[src/rtl/conv_ctrl_pkg.sv]
// Shared types and default geometry for the convolution loop controller.
package conv_ctrl_pkg;

    localparam int DEF_ID_W     = 4;
    localparam int DEF_OD_W     = 8;
    localparam int DEF_DIM_W    = 9;
    localparam int DEF_BLK_W    = 8;
    localparam int DEF_TILE_OUT = 6;
    localparam int DEF_OD_PAR   = 2;

    typedef enum logic [1:0] {
        ST_IDLE    = 2'd0,
        ST_PREPARE = 2'd1,
        ST_ADVANCE = 2'd2,
        ST_DONE    = 2'd3
    } conv_state_t;

endpackage

[src/rtl/conv_loop_ctrl_tile_ceil_div.sv]
// Feature-map dimension -> number of output tiles, at least 1 and saturated to the block field.
module tile_ceil_div
    import conv_ctrl_pkg::*;
#(
    parameter int DIM_W = DEF_DIM_W,
    parameter int BLK_W = DEF_BLK_W,
    parameter int TILE  = DEF_TILE_OUT
) (
    input  logic [DIM_W-1:0] dim,
    output logic [BLK_W-1:0] blocks
);

    localparam int CW = ((DIM_W > BLK_W) ? DIM_W : BLK_W) + 1;
    localparam logic [CW-1:0] BLK_MAX = CW'((2 ** BLK_W) - 1);

    logic [CW-1:0] quot;

    always_comb begin
        quot = (CW'(dim) + CW'(TILE - 1)) / CW'(TILE);
        if (quot == '0)
            blocks = BLK_W'(1);
        else if (quot > BLK_MAX)
            blocks = BLK_MAX[BLK_W-1:0];
        else
            blocks = quot[BLK_W-1:0];
    end

endmodule

[src/rtl/conv_loop_ctrl.sv]
// Layer-level loop controller: walks (od group, id) pairs, handing each to the data controller.
// Optional cycle counter perf_cycles_o is built when CONV_PERF_CNT_EN is defined.
//
// state    | meaning
// ---------+--------------------------------------------------------
// IDLE     | waiting for configuration / start
// PREPARE  | data controller running the tile loop for current group
// ADVANCE  | one cycle: step od_base / id to the next group
// DONE     | layer finished, holding until start or a new config write
module conv_loop_ctrl
    import conv_ctrl_pkg::*;
#(
    parameter int ID_W     = DEF_ID_W,
    parameter int OD_W     = DEF_OD_W,
    parameter int DIM_W    = DEF_DIM_W,
    parameter int BLK_W    = DEF_BLK_W,
    parameter int TILE_OUT = DEF_TILE_OUT,
    parameter int OD_PAR   = DEF_OD_PAR
) (
    input  logic                 clk,
    input  logic                 reset,
    input  logic                 cfg_wen_i,
    input  logic [ID_W-1:0]      cfg_id_i,
    input  logic [OD_W-1:0]      cfg_od_i,
    input  logic [DIM_W-1:0]     cfg_width_i,
    input  logic [DIM_W-1:0]     cfg_height_i,
    input  logic                 cfg_size_type_i,
    input  logic                 start_i,
    input  logic                 loop_finished_i,
    output logic [OD_W-1:0]      weight_od_base_o,
    output logic [ID_W-1:0]      weight_id_o,
    output logic [ID_W-1:0]      data_id_o,
    output logic [OD_PAR-1:0]    od_valid_mask_o,
    output logic                 data_prepare_o,
    output logic                 size_type_o,
    output logic [BLK_W-1:0]     block_width_o,
    output logic [BLK_W-1:0]     block_height_o,
    output logic [2*BLK_W-1:0]   block_cnt_o,
    output logic                 busy_o,
    output logic                 conv_completed_o,
    output logic                 cfg_err_o
`ifdef CONV_PERF_CNT_EN
    ,
    output logic [31:0]          perf_cycles_o
`endif
);

    conv_state_t     state;
    logic [OD_W-1:0] od_base;
    logic [ID_W-1:0] id_cnt;
    logic [ID_W-1:0] total_id;
    logic [OD_W-1:0] total_od;
    logic [BLK_W-1:0] blk_w_calc;
    logic [BLK_W-1:0] blk_h_calc;
    logic            od_wrap;
    logic            last_grp;
    logic            cfg_take;
    logic            start_ok;

    tile_ceil_div #(.DIM_W(DIM_W), .BLK_W(BLK_W), .TILE(TILE_OUT)) u_div_w (
        .dim    (cfg_width_i),
        .blocks (blk_w_calc)
    );

    tile_ceil_div #(.DIM_W(DIM_W), .BLK_W(BLK_W), .TILE(TILE_OUT)) u_div_h (
        .dim    (cfg_height_i),
        .blocks (blk_h_calc)
    );

    // One extra bit on both sides so od_base+OD_PAR and id+1 cannot wrap.
    assign od_wrap  = ({1'b0, od_base} + (OD_W+1)'(OD_PAR)) >= {1'b0, total_od};
    assign last_grp = od_wrap && (({1'b0, id_cnt} + (ID_W+1)'(1)) == {1'b0, total_id});

    assign cfg_err_o = (total_id == '0) || (total_od == '0);
    assign cfg_take  = cfg_wen_i && ((state == ST_IDLE) || (state == ST_DONE));
    assign start_ok  = start_i && !cfg_wen_i && !cfg_err_o
                       && ((state == ST_IDLE) || (state == ST_DONE));

    always_ff @(posedge clk or posedge reset) begin
        if (reset) begin
            total_id       <= '0;
            total_od       <= '0;
            size_type_o    <= 1'b0;
            block_width_o  <= BLK_W'(1);
            block_height_o <= BLK_W'(1);
            block_cnt_o    <= (2*BLK_W)'(1);
        end else if (cfg_take) begin
            total_id       <= cfg_id_i;
            total_od       <= cfg_od_i;
            size_type_o    <= cfg_size_type_i;
            block_width_o  <= blk_w_calc;
            block_height_o <= blk_h_calc;
            block_cnt_o    <= (2*BLK_W)'(blk_w_calc) * (2*BLK_W)'(blk_h_calc);
        end
    end

    always_ff @(posedge clk or posedge reset) begin
        if (reset) begin
            state            <= ST_IDLE;
            od_base          <= '0;
            id_cnt           <= '0;
            data_prepare_o   <= 1'b0;
            busy_o           <= 1'b0;
            conv_completed_o <= 1'b0;
        end else begin
            case (state)
                ST_IDLE, ST_DONE: begin
                    if (state == ST_DONE && cfg_take) begin
                        state            <= ST_IDLE;
                        conv_completed_o <= 1'b0;
                    end else if (start_ok) begin
                        state            <= ST_PREPARE;
                        od_base          <= '0;
                        id_cnt           <= '0;
                        data_prepare_o   <= 1'b1;
                        busy_o           <= 1'b1;
                        conv_completed_o <= 1'b0;
                    end
                end
                ST_PREPARE: begin
                    if (loop_finished_i) begin
                        state          <= ST_ADVANCE;
                        data_prepare_o <= 1'b0;
                    end
                end
                ST_ADVANCE: begin
                    if (od_wrap) begin
                        od_base <= '0;
                        id_cnt  <= id_cnt + ID_W'(1);
                    end else begin
                        od_base <= od_base + OD_W'(OD_PAR);
                    end
                    if (last_grp) begin
                        state            <= ST_DONE;
                        busy_o           <= 1'b0;
                        conv_completed_o <= 1'b1;
                    end else begin
                        state          <= ST_PREPARE;
                        data_prepare_o <= 1'b1;
                    end
                end
                default: begin
                    state            <= ST_IDLE;
                    data_prepare_o   <= 1'b0;
                    busy_o           <= 1'b0;
                    conv_completed_o <= 1'b0;
                end
            endcase
        end
    end

    always_comb begin
        od_valid_mask_o = '0;
        for (int k = 0; k < OD_PAR; k++)
            od_valid_mask_o[k] = ({1'b0, od_base} + (OD_W+1)'(k)) < {1'b0, total_od};
    end

    assign weight_od_base_o = od_base;
    assign weight_id_o      = id_cnt;
    assign data_id_o        = id_cnt;

`ifdef CONV_PERF_CNT_EN
    always_ff @(posedge clk or posedge reset) begin
        if (reset)
            perf_cycles_o <= '0;
        else if (start_ok)
            perf_cycles_o <= '0;
        else if (busy_o && (perf_cycles_o != '1))
            perf_cycles_o <= perf_cycles_o + 32'd1;
    end
`endif

endmodule
[config.mk]
export PLATFORM = sky130hd
export DESIGN_NAME = conv_loop_ctrl
export DESIGN_NICKNAME = d
export VERILOG_FILES = /design/src/rtl/conv_ctrl_pkg.sv /design/src/rtl/conv_loop_ctrl_tile_ceil_div.sv /design/src/rtl/conv_loop_ctrl.sv
export SDC_FILE = /design/constraint.sdc
export NUM_CORES = 1
export LEC_CHECK = 0
export CORE_MARGIN = 4
export CORE_UTILIZATION = 55
export CTS_CLUSTER_DIAMETER = 120
export DETAILED_ROUTE_END_ITERATION = 7
export PLACE_DENSITY = 0.88
export SLEW_MARGIN = 10
export SYNTH_ARGS = -nofsm -noshare
export SYNTH_HDL_FRONTEND = slang
export SYNTH_SLANG_ARGS = --single-unit
[constraint.sdc]
create_clock -name clk -period 7.8 [get_ports clk]
set_input_delay 1.56 -clock clk [delete_from_list [all_inputs] [get_ports clk]]
set_output_delay 1.56 -clock clk [all_outputs]
set_load 0.005 [all_outputs]
==> results of run 1 <==
[layer usage]
metal | vias up | part of all wire [%] | wire, um | GRT usage [%]
met5 | - | 0 | 0 | 0
met4 | 0 | 5.5 | 1271 | 11.47
met3 | 123 | 7.1 | 1658 | 3.789
met2 | 445 | 51 | 11790 | 51.88
met1 | 3486 | 37 | 8563 | 35.58
li1 | 3254 | - | - | -
[final cells by class]
| class | count | area, um^2 |
|---|---|---|
| timing repair buffer | 248 | 2123 |
| clock buffer | 10 | 229.0 |
| inverter | 69 | 259.0 |
| multi-input combinational | 640 | 5390 |
| clock inverter | 6 | 86.33 |
| sequential | 61 | 1530 |
| fill | 656 | 2333 |
| tap | 168 | 210.2 |
[power breakdown]
part           internal (W)  switching, W  total (W)
Combinational       0.00101       0.00106    0.00207
Sequential         0.000440      0.000100   0.000540
Clock              0.000280      0.000155   0.000435
[state kept, by name, summed over array words and instances (netlist names)]
signal	flops
conv_completed_o	1
data_prepare_o	1
weight_od_base_o	7
total_od	8
total_id	4
block_height_o	8
block_cnt_o	16
block_width_o	8
busy_o	1
size_type_o	1
data_id_o	4
state	2
[critical path: cells and delay by family]
family	cells	cell delay, ps
xor gates and xnor gates	2	450
buffers and inverters	8	690
adders and majority gates	6	2530
and+or+nand+nor	3	770
AOI/OAI and AO/OA	11	2160
[cells in the final DEF (no fill, tap or decap), types with 11 or more instances in the layout]
| master | n |
|---|---|
| buf_4 | 148 |
| nor2_1 | 79 |
| clkdlybuf4s50_1 | 74 |
| inv_1 | 64 |
| ha_1 | 63 |
| nand2_1 | 60 |
| dfrtp_1 | 58 |
| o21ai_0 | 50 |
| fa_1 | 36 |
| xnor2_1 | 22 |
| a21oi_1 | 21 |
| mux2_2 | 20 |
| nand3_1 | 17 |
| nand2b_1 | 16 |
| xor2_1 | 13 |
| nor3_1 | 12 |
| or2_2 | 11 |
[cell families after synthesis]
family | count (synthesis) | share of synthesized area (%)
adder cells (fa/ha/maj) | 104 | 22.64
multiplexers | 24 | 3.828
buffers and inverters | 111 | 7.096
other | 1 | 0.05412
flip-flops | 61 | 22.08
AO/OA/AOI/OAI | 199 | 20.12
XOR/XNOR | 40 | 5.056
AND/OR/NAND/NOR | 272 | 19.12
[final timing paths]
path / from / end / slack (ps)
setup / recovery: cfg_height_i[0] / block_cnt_o[15]$_DFFE_PP0P_ / -170
hold / removal: block_height_o[0]$_DFFE_PP1P_ / block_height_o[0]$_DFFE_PP1P_ / 470
setup reg to reg: weight_od_base_o[1]$_DFFE_PP0P_ / weight_od_base_o[1]$_DFFE_PP0P_ / 4510
hold reg to reg: block_height_o[0]$_DFFE_PP1P_ / block_height_o[0]$_DFFE_PP1P_ / 470
max in group asynchronous: reset / block_cnt_o[4]$_DFFE_PP0P_ / 5480
min in group asynchronous: reset / block_height_o[4]$_DFFE_PP0P_ / 1790
[metrics by stage]
| stage | setup slack (ps) | power [W] |
|---|---|---|
| 4_1_cts | 0.04707 | 0.002809 |
| 3_3_place_gp | -581.5 | 0.002123 |
| 6_report | -168.8 | 0.003046 |
| 2_1_floorplan | 7.829 | 0.001546 |
| 3_5_place_dp | -896.1 | 0.002235 |
| 5_1_grt | -362.2 | 0.003260 |
[timing repair]
action,in CTS,in global routing
buffers inserted,7,9
pin swaps,20,36
resized for setup,50,75
setup endpoints to repair,7,6
cloned,0,1
==> impl_results.md, run 1 <==
* Root buf cell: clkbuf_16
* Largest net degree at the start of global routing at 62
* Hold/Removal Path Class: flop to flop
* Ys async rst share at 100.0%
* Most common cell in the synthesized netlist: nor2_1
* Worst setup margin at -168.8 ps
* Achievable Freq at 125.5 MHz
* Final setup vio count at 2
* Synth area leaders: dfrtp_1, ha_1, fa_1
* Worst hold slack at 468.6 ps
* Max Cap Violations at 0
* Setup TNS at -201.9 ps
* Synth cell types at 85
* CP arrival at 8180 ps
* Final setup skew at 6.407 ps
* 1st-iter DRT viols at 877
* Yosys top cell by area: dfrtp_1
* Die area at 0.01446 mm^2
* Pwr/cell area at 309.9 mW/mm^2
* H-tree depth at 3
* P&R area growth vs syn at 41.84%
* Layout cells sized above 1 at 29.40%
* Nets at 1168
* Initial antenna violation count at 0
* Sink Count at 61
* Clk slew on worst S/H paths at 60 ps
* RSZ-0062 raised after global routing: true
* Tmin final at 7969 ps
* WP data required at 8010 ps
* Syn avg cell area at 8.533 um^2
* Final period util at 102.2%
* Routed length per instance at 19.37 um
* Leak Pwr at 4.604 nW
* Drt pass-1 iters at 5
* Most used DFF post-synth: dfrtp_1
* DP Area at 0.008930 mm^2
* Worst vdd ir at 0.1857 mV
* Cell Area, Synth at 0.006929 mm^2
* Die X at 120.2 um
* Die height at 120.2 um
* Slowest-stage cell, CP: or4_4
* Worst-Margin Slew at 907.2 ps
* Drt drc at 0
* Ports at 91
* Vias in the first global route at 7158
* Post-DRT Antenna Nets at 0
* TritonCTS clock tree: done
* Mapped Nets at 951
* Port-buffer cells at 89
* Crit path kind: primary input to flop
* Starting Density at 56.98%
* Worst skew pair latency at 340 ps
* Final Hold Fails at 0
* Status: finished, violations left
* Number of diodes at 0
* Final Non-Filler Cells at 1202
* Cts hold-fix bufs at 0
* Final Util at 80.81%
* TritonCTS buffer count at 9
* Post-route cell area at 0.009828 mm^2
* Final max-slew violation count at 0
* Post-DP HPWL at 14830 um
* Syn Inst Count at 812
* R2R cell count at 12
* Longest Clk Path Bufs at 2
* Headroom to the max-slew limit at 37.79%
* Global placement routability congestion at 0.9180
* Yosys reg bits at 61
* Core ar. at 0.01216 mm^2
* CP max FO at 4
* Post-synth top area share at 20.95%
* Slowest stage delay, CP at 610 ps
* Post-synthesis sequential area ratio at 22.08%
* Post-synth EDFFs at 0
* Vias per cell at 6.080
* Failing checks: negative setup slack
* GRT Residual Overflow at 0
* # rows at 40
* Worst setup EP type: flop
* Yosys warns at 0
* Commonest cells in the netlist: nor2_1, inv_1, ha_1, nand2_1, o21ai_0
* Total global routing track utilization at 29.06%
* Via count at 7308
* CP startpoint kind: primary input
* Dpl cells at 1170
* CP dominant cell by count: fa_1
* Final Routed Wirelength at 23290 um
* Hold path depth at 2
* Global-route wire length before repair at 34500 um
Power figures use the tool's default switching activity.
==> run 2: changes to the inputs <==
--- a/config.mk
+++ b/config.mk
@@ -9,8 +9,9 @@
 export CORE_UTILIZATION = 55
 export CTS_CLUSTER_DIAMETER = 120
 export DETAILED_ROUTE_END_ITERATION = 7
+export GPL_TIMING_DRIVEN = 0
 export PLACE_DENSITY = 0.88
-export SLEW_MARGIN = 10
+export SLEW_MARGIN = 15
 export SYNTH_ARGS = -nofsm -noshare
 export SYNTH_HDL_FRONTEND = slang
 export SYNTH_SLANG_ARGS = --single-unit
==> run 2 against run 1 <==
Net effect:
- the run now ends clean
- clock power grew 7.4%
- non-clock buffer count down 84
- cell count decreased by 7.0%
- critical path depth fell by 4
- clock skew decreased by 1.2 ps
- combinational power fell by 10%
- sequential power is 0.7% lower
- largest power group unchanged
==> impl_results.md, run 2 (same netlist as run 1, synthesis figures left out) <==
* Die area at 0.01446 mm^2
* Final period util at 98.20%
* TritonCTS buffer count at 9
* Headroom to the max-slew limit at 25.77%
* FF-to-FF setup slack at 4540 ps
* Max Cap Violations at 0
* Global-route wire length before repair at 30980 um
* Worst skew pair latency at 340 ps
* Ports at 91
* Final Util at 75.33%
* Setup TNS at 0 ps
* Worst-Margin Slew at 1105 ps
* # rows at 40
* Starting Density at 56.98%
* H-tree depth at 3
* Post-DP HPWL at 13220 um
* Number of diodes at 0
* Most common cell after layout, fill and taps aside: nor2_1
* Vias in the first global route at 6376
* Achievable Freq at 130.6 MHz
* Worst R2R End: weight_od_base_o[1]$_DFFE_PP0P_
* Nets at 1084
* Drt drc at 0
* Global placement routability congestion at 0.9187
* Die X at 120.2 um
* RSZ-0062 raised after global routing: true
* Hold path depth at 2
* Pwr/cell area at 312.3 mW/mm^2
* 1st-iter DRT viols at 496
* CP dominant cell by count: fa_1
* Worst hold slack at 479.8 ps
* CP Buf/Inv Count at 6
* CP startpoint kind: primary input
* Slowest-stage cell, CP: or4_4
* Worst setup EP type: flop
* Port-buffer cells at 83
* Max reg flops at 16
* Vias per cell at 5.890
* Leak Pwr at 4.121 nW
* Worst vdd ir at 0.1887 mV
* Layout cells sized above 1 at 21.47%
* Initial antenna violation count at 0
* Root buf cell: clkbuf_16
* Final Hold Fails at 0
* P&R area growth vs syn at 32.21%
* Status: finished, final reports clean
* Clk slew on worst S/H paths at 50 ps
* Top delay family on crit path: adder cells
* Commonest cells after routing, fill and taps aside: nor2_1, clkdlybuf4s50_1, inv_1, ha_1, nand2_1
* Final Routed Wirelength at 19680 um
* Largest net degree at the start of global routing at 62
* Routed length per instance at 17.60 um
* WP data required at 7990 ps
* Final setup skew at 5.229 ps
* Biggest register: block_cnt_o
* Final max-slew violation count at 0
* Crit path kind: primary input to flop
* Slowest stage delay, CP at 590 ps
* Via count at 6585
* Total global routing track utilization at 26.25%
* Sink Count at 61
* R2R cell count at 11
* Tmin final at 7659 ps
* Drt pass-1 iters at 5
* Die height at 120.2 um
* Hold/Removal Path Class: flop to flop
* CP max FO at 7
* Longest Clk Path Bufs at 2
* Min-delay src: block_width_o[0]$_DFFE_PP1P_
* Post-DRT Antenna Nets at 0
* TritonCTS clock tree: done
* Core ar. at 0.01216 mm^2
* Crit Reg-Reg Startpoint: weight_od_base_o[1]$_DFFE_PP0P_
* Final setup vio count at 0
* CP arrival at 7850 ps
* GRT Residual Overflow at 0
* WHS Endpoint: block_width_o[0]$_DFFE_PP1P_
run 2: area by class of cell:
type	instances	area, um^2
plain buffers	38	249.0
clock buffers	9	225.2
clock inverters	7	121.4
fillers	812	3000
inverters	69	261.5
multi-input cells	640	5403
flip-flops and latches	61	1530
well taps	168	210.2
repair buffers	126	1161
run 2: timing repair:
item                       in CTS  in global routing
hold buffers                    0                  0
setup buffers                  25                 17
pin swaps                      34                 32
cloned                          0                  1
setup endpoints to repair       9                  6
resized for setup              93                 47
run 2: worst max-delay path by stage:
stage / startpoint / endpoint / slack, ps / depth (start not counted)
after floorplan: cfg_width_i[4] / block_cnt_o[15]$_DFFE_PP0P_ / 8 / 27
final: cfg_height_i[0] / block_cnt_o[14]$_DFFE_PP0P_ / 140 / 26
after CTS: cfg_height_i[4] / block_cnt_o[15]$_DFFE_PP0P_ / -5 / 29
after detailed placement: cfg_width_i[0] / block_cnt_o[15]$_DFFE_PP0P_ / -1740 / 28
after global placement: cfg_width_i[0] / block_cnt_o[15]$_DFFE_PP0P_ / -1600 / 28
after global routing: cfg_height_i[0] / block_cnt_o[15]$_DFFE_PP0P_ / -130 / 29
run 2: per-layer routing:
layer / vias up / track usage [%] / share of wire (%)
li1: 3078 / - / -
met1: 3232 / 31.90 / 40
met2: 236 / 47.00 / 51
met3: 39 / 5.098 / 5.9
met4: 0 / 8.144 / 2.2
met5: - / 0 / 0
run 2: worst min-delay path, delay by kind of cell, from the launching register on:
kind	cells	cell delay (ps)
and+or+nand+nor	1	50
DFF	1	370
AOI/OAI and AO/OA	1	60
run 2: stage by stage:
step | area [um^2] | power [W] | worst slack, ps | std cells
after floorplan | 6985 | 0.001546 | 7.829 | 812
after global placement | 8026 | 0.001958 | -1596 | 1063
after detailed placement | 8029 | 0.002036 | -1740 | 1063
after CTS | 8826 | 0.002699 | -5.038 | 1101
after global routing | 9161 | 0.003074 | -134.4 | 1118
final | 9161 | 0.002861 | 140.6 | 1118
run 2: power by group:
group          total (W)  internal (W)  switching, W
registers       0.000536      0.000441     0.0000956
logic            0.00186      0.000889      0.000969
clock network   0.000467      0.000314      0.000153
